### src/rtl/riscv_pkg.sv
// riscv_pkg
// Shared definitions for the pipelined RISC-V core: datapath width,
// reset PC, the canonical NOP encoding and the fetch FSM state type.
// No ports; imported by the fetch-stage modules.
package riscv_pkg;

  localparam int XLEN = 32;

  // addi x0, x0, 0 -- what decode sees whenever IF/ID holds no instruction
  localparam logic [31:0] NOP_INSTR = 32'h0000_0013;

  localparam logic [31:0] RESET_PC = 32'h0000_0000;

  // IDLE: one quiet cycle after reset before the first request
  // REQ : request outstanding for the current PC
  // HOLD: response parked in the hold buffer while decode is stalled
  // KILL: waiting out a wrong-path request that cannot be withdrawn
  typedef enum logic [1:0] {
    IDLE = 2'd0,
    REQ  = 2'd1,
    HOLD = 2'd2,
    KILL = 2'd3
  } fetch_state_t;

endpackage

### src/rtl/if_id_reg.sv
// if_id_reg
// IF/ID pipeline register between fetch and decode.
// Ports:
//   clk, reset          - clock, synchronous active-high reset
//   load                - capture pc_in/instr_in/valid_in
//   flush               - replace contents with an invalid NOP (beats load)
//   pc_in, instr_in,
//   valid_in            - next contents when loading
//   pc, instr, valid    - register contents presented to decode
// With neither load nor flush the register holds its value.
module if_id_reg
  import riscv_pkg::*;
#(
  parameter int               XLEN     = riscv_pkg::XLEN,
  parameter logic [XLEN-1:0]  RESET_PC = riscv_pkg::RESET_PC
) (
  input  logic            clk,
  input  logic            reset,
  input  logic            load,
  input  logic            flush,
  input  logic [XLEN-1:0] pc_in,
  input  logic [31:0]     instr_in,
  input  logic            valid_in,
  output logic [XLEN-1:0] pc,
  output logic [31:0]     instr,
  output logic            valid
);

  // Flush keeps the old PC; only the instruction and valid bit matter to
  // decode once the slot has been turned into a bubble.
  always_ff @(posedge clk) begin
    if (reset) begin
      pc    <= RESET_PC;
      instr <= NOP_INSTR;
      valid <= 1'b0;
    end else if (flush) begin
      instr <= NOP_INSTR;
      valid <= 1'b0;
    end else if (load) begin
      pc    <= pc_in;
      instr <= valid_in ? instr_in : NOP_INSTR;
      valid <= valid_in;
    end
  end

endmodule

### src/rtl/if_stage.sv
// if_stage
// Instruction-fetch stage: owns the PC, fetches over a req/ack handshake
// and loads the IF/ID register. Handles decode stalls via a one-entry hold
// buffer and EX redirects, including squashing an outstanding request.
// Ports:
//   clk, reset                     - clock, synchronous active-high reset
//   stall                          - hold PC and IF/ID (load-use hazard)
//   pc_src, branch_target          - taken branch/jump from EX
//   imem_req, imem_addr            - fetch request and address
//   imem_ack, imem_rdata           - fetch response
//   pc_out                         - current fetch PC
//   pc_IF_ID, instruction_IF_ID,
//   valid_IF_ID                    - IF/ID contents for decode
module if_stage
  import riscv_pkg::*;
#(
  parameter int               XLEN     = riscv_pkg::XLEN,
  parameter logic [XLEN-1:0]  RESET_PC = riscv_pkg::RESET_PC
) (
  input  logic            clk,
  input  logic            reset,
  input  logic            stall,
  input  logic            pc_src,
  input  logic [XLEN-1:0] branch_target,
  output logic            imem_req,
  output logic [XLEN-1:0] imem_addr,
  input  logic            imem_ack,
  input  logic [31:0]     imem_rdata,
  output logic [XLEN-1:0] pc_out,
  output logic [XLEN-1:0] pc_IF_ID,
  output logic [31:0]     instruction_IF_ID,
  output logic            valid_IF_ID
);

  fetch_state_t    state;
  logic [XLEN-1:0] pc_reg;
  logic [XLEN-1:0] hold_pc;
  logic [31:0]     hold_instr;
  logic            hold_valid;
  logic [XLEN-1:0] kill_target;
  logic            redirect_pending;

  logic [XLEN-1:0] target_aligned;
  logic            ifid_load;
  logic [XLEN-1:0] ifid_pc_in;
  logic [31:0]     ifid_instr_in;
  logic            ifid_valid_in;

  assign target_aligned = {branch_target[XLEN-1:2], 2'b00};

  // PC only moves after the response for it has been accepted, so it
  // doubles as the stable request address (also true in KILL).
  assign imem_addr = pc_reg;
  assign pc_out    = pc_reg;

  // IF/ID loads either a fresh response or, on leaving HOLD, the parked one.
  always_comb begin
    ifid_load     = 1'b0;
    ifid_pc_in    = pc_reg;
    ifid_instr_in = imem_rdata;
    ifid_valid_in = 1'b1;
    if (state == REQ) begin
      ifid_load = imem_ack && !stall;
    end else if (state == HOLD) begin
      ifid_load     = !stall;
      ifid_pc_in    = hold_pc;
      ifid_instr_in = hold_instr;
      ifid_valid_in = hold_valid;
    end
  end

  // Fetch FSM, PC, hold buffer and saved redirect target.
  // A redirect overrides everything but reset; it can only retarget the PC
  // immediately when no request is left dangling, otherwise it parks the
  // target and waits in KILL for the wrong-path ack.
  always_ff @(posedge clk) begin
    if (reset) begin
      state            <= IDLE;
      imem_req         <= 1'b0;
      pc_reg           <= RESET_PC;
      hold_pc          <= RESET_PC;
      hold_instr       <= NOP_INSTR;
      hold_valid       <= 1'b0;
      kill_target      <= RESET_PC;
      redirect_pending <= 1'b0;
    end else if (pc_src) begin
      hold_instr <= NOP_INSTR;
      hold_valid <= 1'b0;
      imem_req   <= 1'b1;
      if ((state == REQ || state == KILL) && !imem_ack) begin
        kill_target      <= target_aligned;
        redirect_pending <= 1'b1;
        state            <= KILL;
      end else begin
        pc_reg           <= target_aligned;
        redirect_pending <= 1'b0;
        state            <= REQ;
      end
    end else begin
      case (state)
        IDLE: begin
          state    <= REQ;
          imem_req <= 1'b1;
        end
        REQ: begin
          if (imem_ack) begin
            pc_reg <= pc_reg + XLEN'(4);
            if (stall) begin
              hold_pc    <= pc_reg;
              hold_instr <= imem_rdata;
              hold_valid <= 1'b1;
              state      <= HOLD;
              imem_req   <= 1'b0;
            end
          end
        end
        HOLD: begin
          if (!stall) begin
            hold_valid <= 1'b0;
            state      <= REQ;
            imem_req   <= 1'b1;
          end
        end
        KILL: begin
          if (imem_ack) begin
            if (redirect_pending) begin
              pc_reg <= kill_target;
            end
            redirect_pending <= 1'b0;
            state            <= REQ;
          end
        end
        default: begin
          state    <= IDLE;
          imem_req <= 1'b0;
        end
      endcase
    end
  end

  if_id_reg #(
    .XLEN     (XLEN),
    .RESET_PC (RESET_PC)
  ) u_if_id_reg (
    .clk      (clk),
    .reset    (reset),
    .load     (ifid_load),
    .flush    (pc_src),
    .pc_in    (ifid_pc_in),
    .instr_in (ifid_instr_in),
    .valid_in (ifid_valid_in),
    .pc       (pc_IF_ID),
    .instr    (instruction_IF_ID),
    .valid    (valid_IF_ID)
  );

endmodule

### config.mk
export PLATFORM = sky130hd
export DESIGN_NAME = if_stage
export DESIGN_NICKNAME = d
export VERILOG_FILES = /design/src/rtl/riscv_pkg.sv /design/src/rtl/if_id_reg.sv /design/src/rtl/if_stage.sv
export SDC_FILE = /design/constraint.sdc
export NUM_CORES = 1
export LEC_CHECK = 0
export BUFFER_PORTS_ARGS = -buffer_cell sky130_fd_sc_hd__buf_2
export CORE_ASPECT_RATIO = 2
export CORE_MARGIN = 8
export CORE_UTILIZATION = 45
export CTS_CLUSTER_SIZE = 10
export DETAILED_ROUTE_END_ITERATION = 8
export PLACE_DENSITY = 0.69
export SYNTH_ARGS = -nofsm -noshare
export SYNTH_HDL_FRONTEND = slang
export SYNTH_SLANG_ARGS = --single-unit
### constraint.sdc
create_clock -name clk -period 2.97 [get_ports clk]
set_input_delay 0.297 -clock clk [delete_from_list [all_inputs] [get_ports clk]]
set_output_delay 0.297 -clock clk [all_outputs]
set_load 0.05 [all_outputs]
==> summary.md <==
| Metric | Value |
|---|---|
| Outcome | `completed` |
| Synth cell types | `68` |
| Std-Cell Rows | `72` |
| Path depth of the worst reg2reg path | `5` |
| Total power | `5.934 mW` |
| CTS buffer count | `17` |
| Die Wd | `114.2 um` |
| Fin Hold WS | `0.09475 ns` |
| Critical Path Source | `state[0]$_SDFFE_PP0P_` |
| Total wire length | `26,120 um` |
| Via-per-instance ratio | `5.620` |
| Via count | `8,531` |
| Core Util, Final | `52.85%` |
| Final instance area | `10,090 um2` |
| Synthesized area | `8682 um2` |
| Crit path to | `imem_addr[30]$_SDFFE_PP0P_` |
| Synth warnings | `0` |
| HPWL after DPL | `17,600 um` |
| Max Slew Vio Count | `0` |
| Die area | `24,260 um2` |
| Clock sink total | `190` |
| Drt first pass iters | `7` |
| HP Start | `imem_rdata[0]` |
| Post CTS Setup Buffer Count | `0` |
| Power share of the clock group | `37.8%` |
| Max clock buf depth | `2` |
| Met1 Use GR | `25.24%` |
| Layout cells sized above 1 | `21.24%` |
| Die height | `212.4 um` |
| Pre-CTS WS | `0.6847 ns` |
| Initial antenna violation count | `4` |
| Reg-to-reg startpoint | `state[0]$_SDFFE_PP0P_` |
| Arrival time worst endpoint | `2.68 ns` |
| Placer Congestion | `0.8850` |
| Largest stage delay on the critical path | `0.69 ns` |
| Area share of the largest cell type after synthesis | `43.81%` |
| Final nets | `1,314` |
| Cell Area, Placed | `9515 um2` |
| Ys async rst share | `0%` |
| CTS tree | `yes` |
| Cells after DPL | `1,484` |
| Post-synth EDFFs | `0` |
| Largest regs | `hold_instr: 32 flops, u_if_id_reg.instr: 32 flops` |
| PwrDens | `587.9 nW/um2` |
| Mapped Cells | `1,139` |
| Comb power frac | `15.8%` |
| Slew @ Worst Pin | `1.062 ns` |
| Min Tclk post-route | `2.332 ns` |
| FF+latch count, synth | `190` |
| Setup Viol. Count Final | `0` |
| Worst skew pair latency | `0.43 ns` |
| Area grow syn2layout | `16.26%` |
| Pint | `4.024 mW` |
| Detailed Route Iter0 Violations | `777` |
| First-pass GRT wire length | `41,010 um` |
| Global Route met3 Usage | `4.950%` |
| DR DRC count | `0` |
| Total negative slack | `0 ns` |
| Reg2Reg Setup Slack | `0.64 ns` |
| Core box area | `19,100 um2` |
| Final hold vios | `0` |
| Port Buffers | `190` |
| Final non-filler cell total | `1,518` |
| Final worst slack | `0.6383 ns` |
| DRT antenna net count | `0` |
| Synth Flop Type | `dfxtp_1` |
| Switch share | `32.19%` |
| Dominant cell type by area after synthesis | `dfxtp_1` |
| Leakage power | `3.891 nW` |
| GR Util All Layers | `20.98%` |
| Peak supply drop | `349.8 uV` |
| Sw power | `1.910 mW` |
| Worst-path cell chain | `mux2i_1, or2_2, nor2_1, a21oi_1, a22oi_1` |
| Post-synthesis sequential area ratio | `43.81%` |
| Crit path max fanout | `29` |
| Synth area leaders | `dfxtp_1 (44%), nand2_1 (14%), a21oi_1 (6.6%)` |
| Fin crit share | `78.51%` |
| H-tree depth | `4` |
| Slew margin rel. | `29.02%` |
| Root Driver | `clkbuf_16` |
| Crit path launch type | `flip-flop` |
| GRT overflow | `0` |
| Slowest CP cell | `dfxtp_1` |
| Grt met2 use | `34.90%` |
| Hold buffers post-CTS | `0` |
| Vias in the first global route | `8,054` |
| Clk_skew | `0.01093 ns` |
| Max_cap viols | `0` |
| Worst min path class | `primary input to flip-flop` |
| CP required | `3.31 ns` |
| Sequential power share | `46.4%` |
| CP Capture Type | `flip-flop` |
| Clk slew on worst S/H paths | `0.07 ns` |
| Post-cts sizing count | `0` |
| Layout fillers | `1,889` |
| RSZ-0062 raised after global routing | `false` |
| Global routing's busiest layer | `met2` |
| Wirelength per Cell | `17.21 um` |
| Syn Area/Cell | `7.623 um2` |
| Crit Path Class | `flip-flop to flip-flop` |
| I/O Pins | `199` |
| Initial core utilization | `45.46%` |
| Worst r2r dst | `imem_addr[30]$_SDFFE_PP0P_` |
| Pin count of the biggest net entering global routing | `72` |
| Fmax achieved | `428.9 MHz` |
cell usage in the layout, fill, tap and decap left out, drive strengths merged, types with 6 or more instances in the layout:
cell type	count
inv	9
o22ai	6
nand3	52
nand2	326
nand4	10
a31oi	10
clkbuf	19
nor3	9
o21ai	47
buf	213
nor2	84
a21oi	116
and3	9
a311oi	60
o211ai	8
conb	6
mux2i	6
a221o	8
dfxtp	190
clkinv	6
synthesized netlist by cell type (all sizes together), types with 8 or more instances:
cell / instances
nor3: 9
a311oi: 60
nand3: 52
dfxtp: 190
o21ai: 47
a221o: 8
clkbuf: 74
a21oi: 116
nand4: 10
o211ai: 8
nor2: 84
and3: 9
nand2: 326
buf: 58
a31oi: 10
cell families (layout without fill, tap and decap cells):
| family | after synthesis | in the layout | share of synthesized area (%) |
|---|---|---|---|
| AOI/OAI and AO/OA | 283 | 283 | 21.04 |
| xor gates and xnor gates | 2 | 2 | 0.2018 |
| adders and majority gates | 1 | 1 | 0.1441 |
| buffers and inverters | 135 | 248 | 8.114 |
| DFF | 190 | 190 | 43.81 |
| muxes | 6 | 6 | 0.6918 |
| other | 1 | 8 | 0.04319 |
| and+or+nand+nor | 521 | 521 | 25.95 |
worst min path at each step:
stage | end | slack [ns] | cells after the start
final | hold_instr[0]$_SDFFE_PP1P_ | 0.09 | 3
after global routing | kill_target[21]$_SDFFE_PP0P_ | 0.1 | 3
after CTS | hold_instr[0]$_SDFFE_PP1P_ | 0.08 | 3
after detailed placement | hold_pc[18]$_SDFFE_PP0P_ | 0.45 | 2
after global placement | kill_target[9]$_SDFFE_PP0P_ | 0.44 | 2
after floorplan | hold_instr[0]$_SDFFE_PP1P_ | 0.42 | 2
critical path: cells and delay by family (launching register included):
kind | cells | cell delay (ns)
simple gates | 2 | 1.03
flops | 1 | 0.69
mux | 1 | 0.17
compound gates | 2 | 0.33
per-layer routing:
layer  vias up  routed length (um)
met3        43                2076
met4         2                 647
li1       4126                   -
met2       337               12690
met5         -                  12
met1      4023               10700
cell type report:
cell class	instances	area (um2)	area share, %
timing repair buffer	213	1151	11.40
inverter	3	11.26	0.1116
clock buffer	19	452.9	4.487
multi-input combinational	819	4225	41.86
antenna	2	5.005	0.04958
sequential	190	3804	37.68
tap	259	324.1	3.211
clock inverter	13	120.1	1.190
power by group through the flow:
stage | clock network (mW) | registers, mW | logic (mW)
final | 2.25 | 2.75 | 0.937
after global placement | 0 | 2.80 | 0.925
after detailed placement | 0 | 2.81 | 0.938
after global routing | 2.37 | 2.76 | 1.00
after CTS | 2.27 | 2.75 | 0.939
after floorplan | 0 | 2.98 | 0.530
Power figures use the tool's default switching activity.
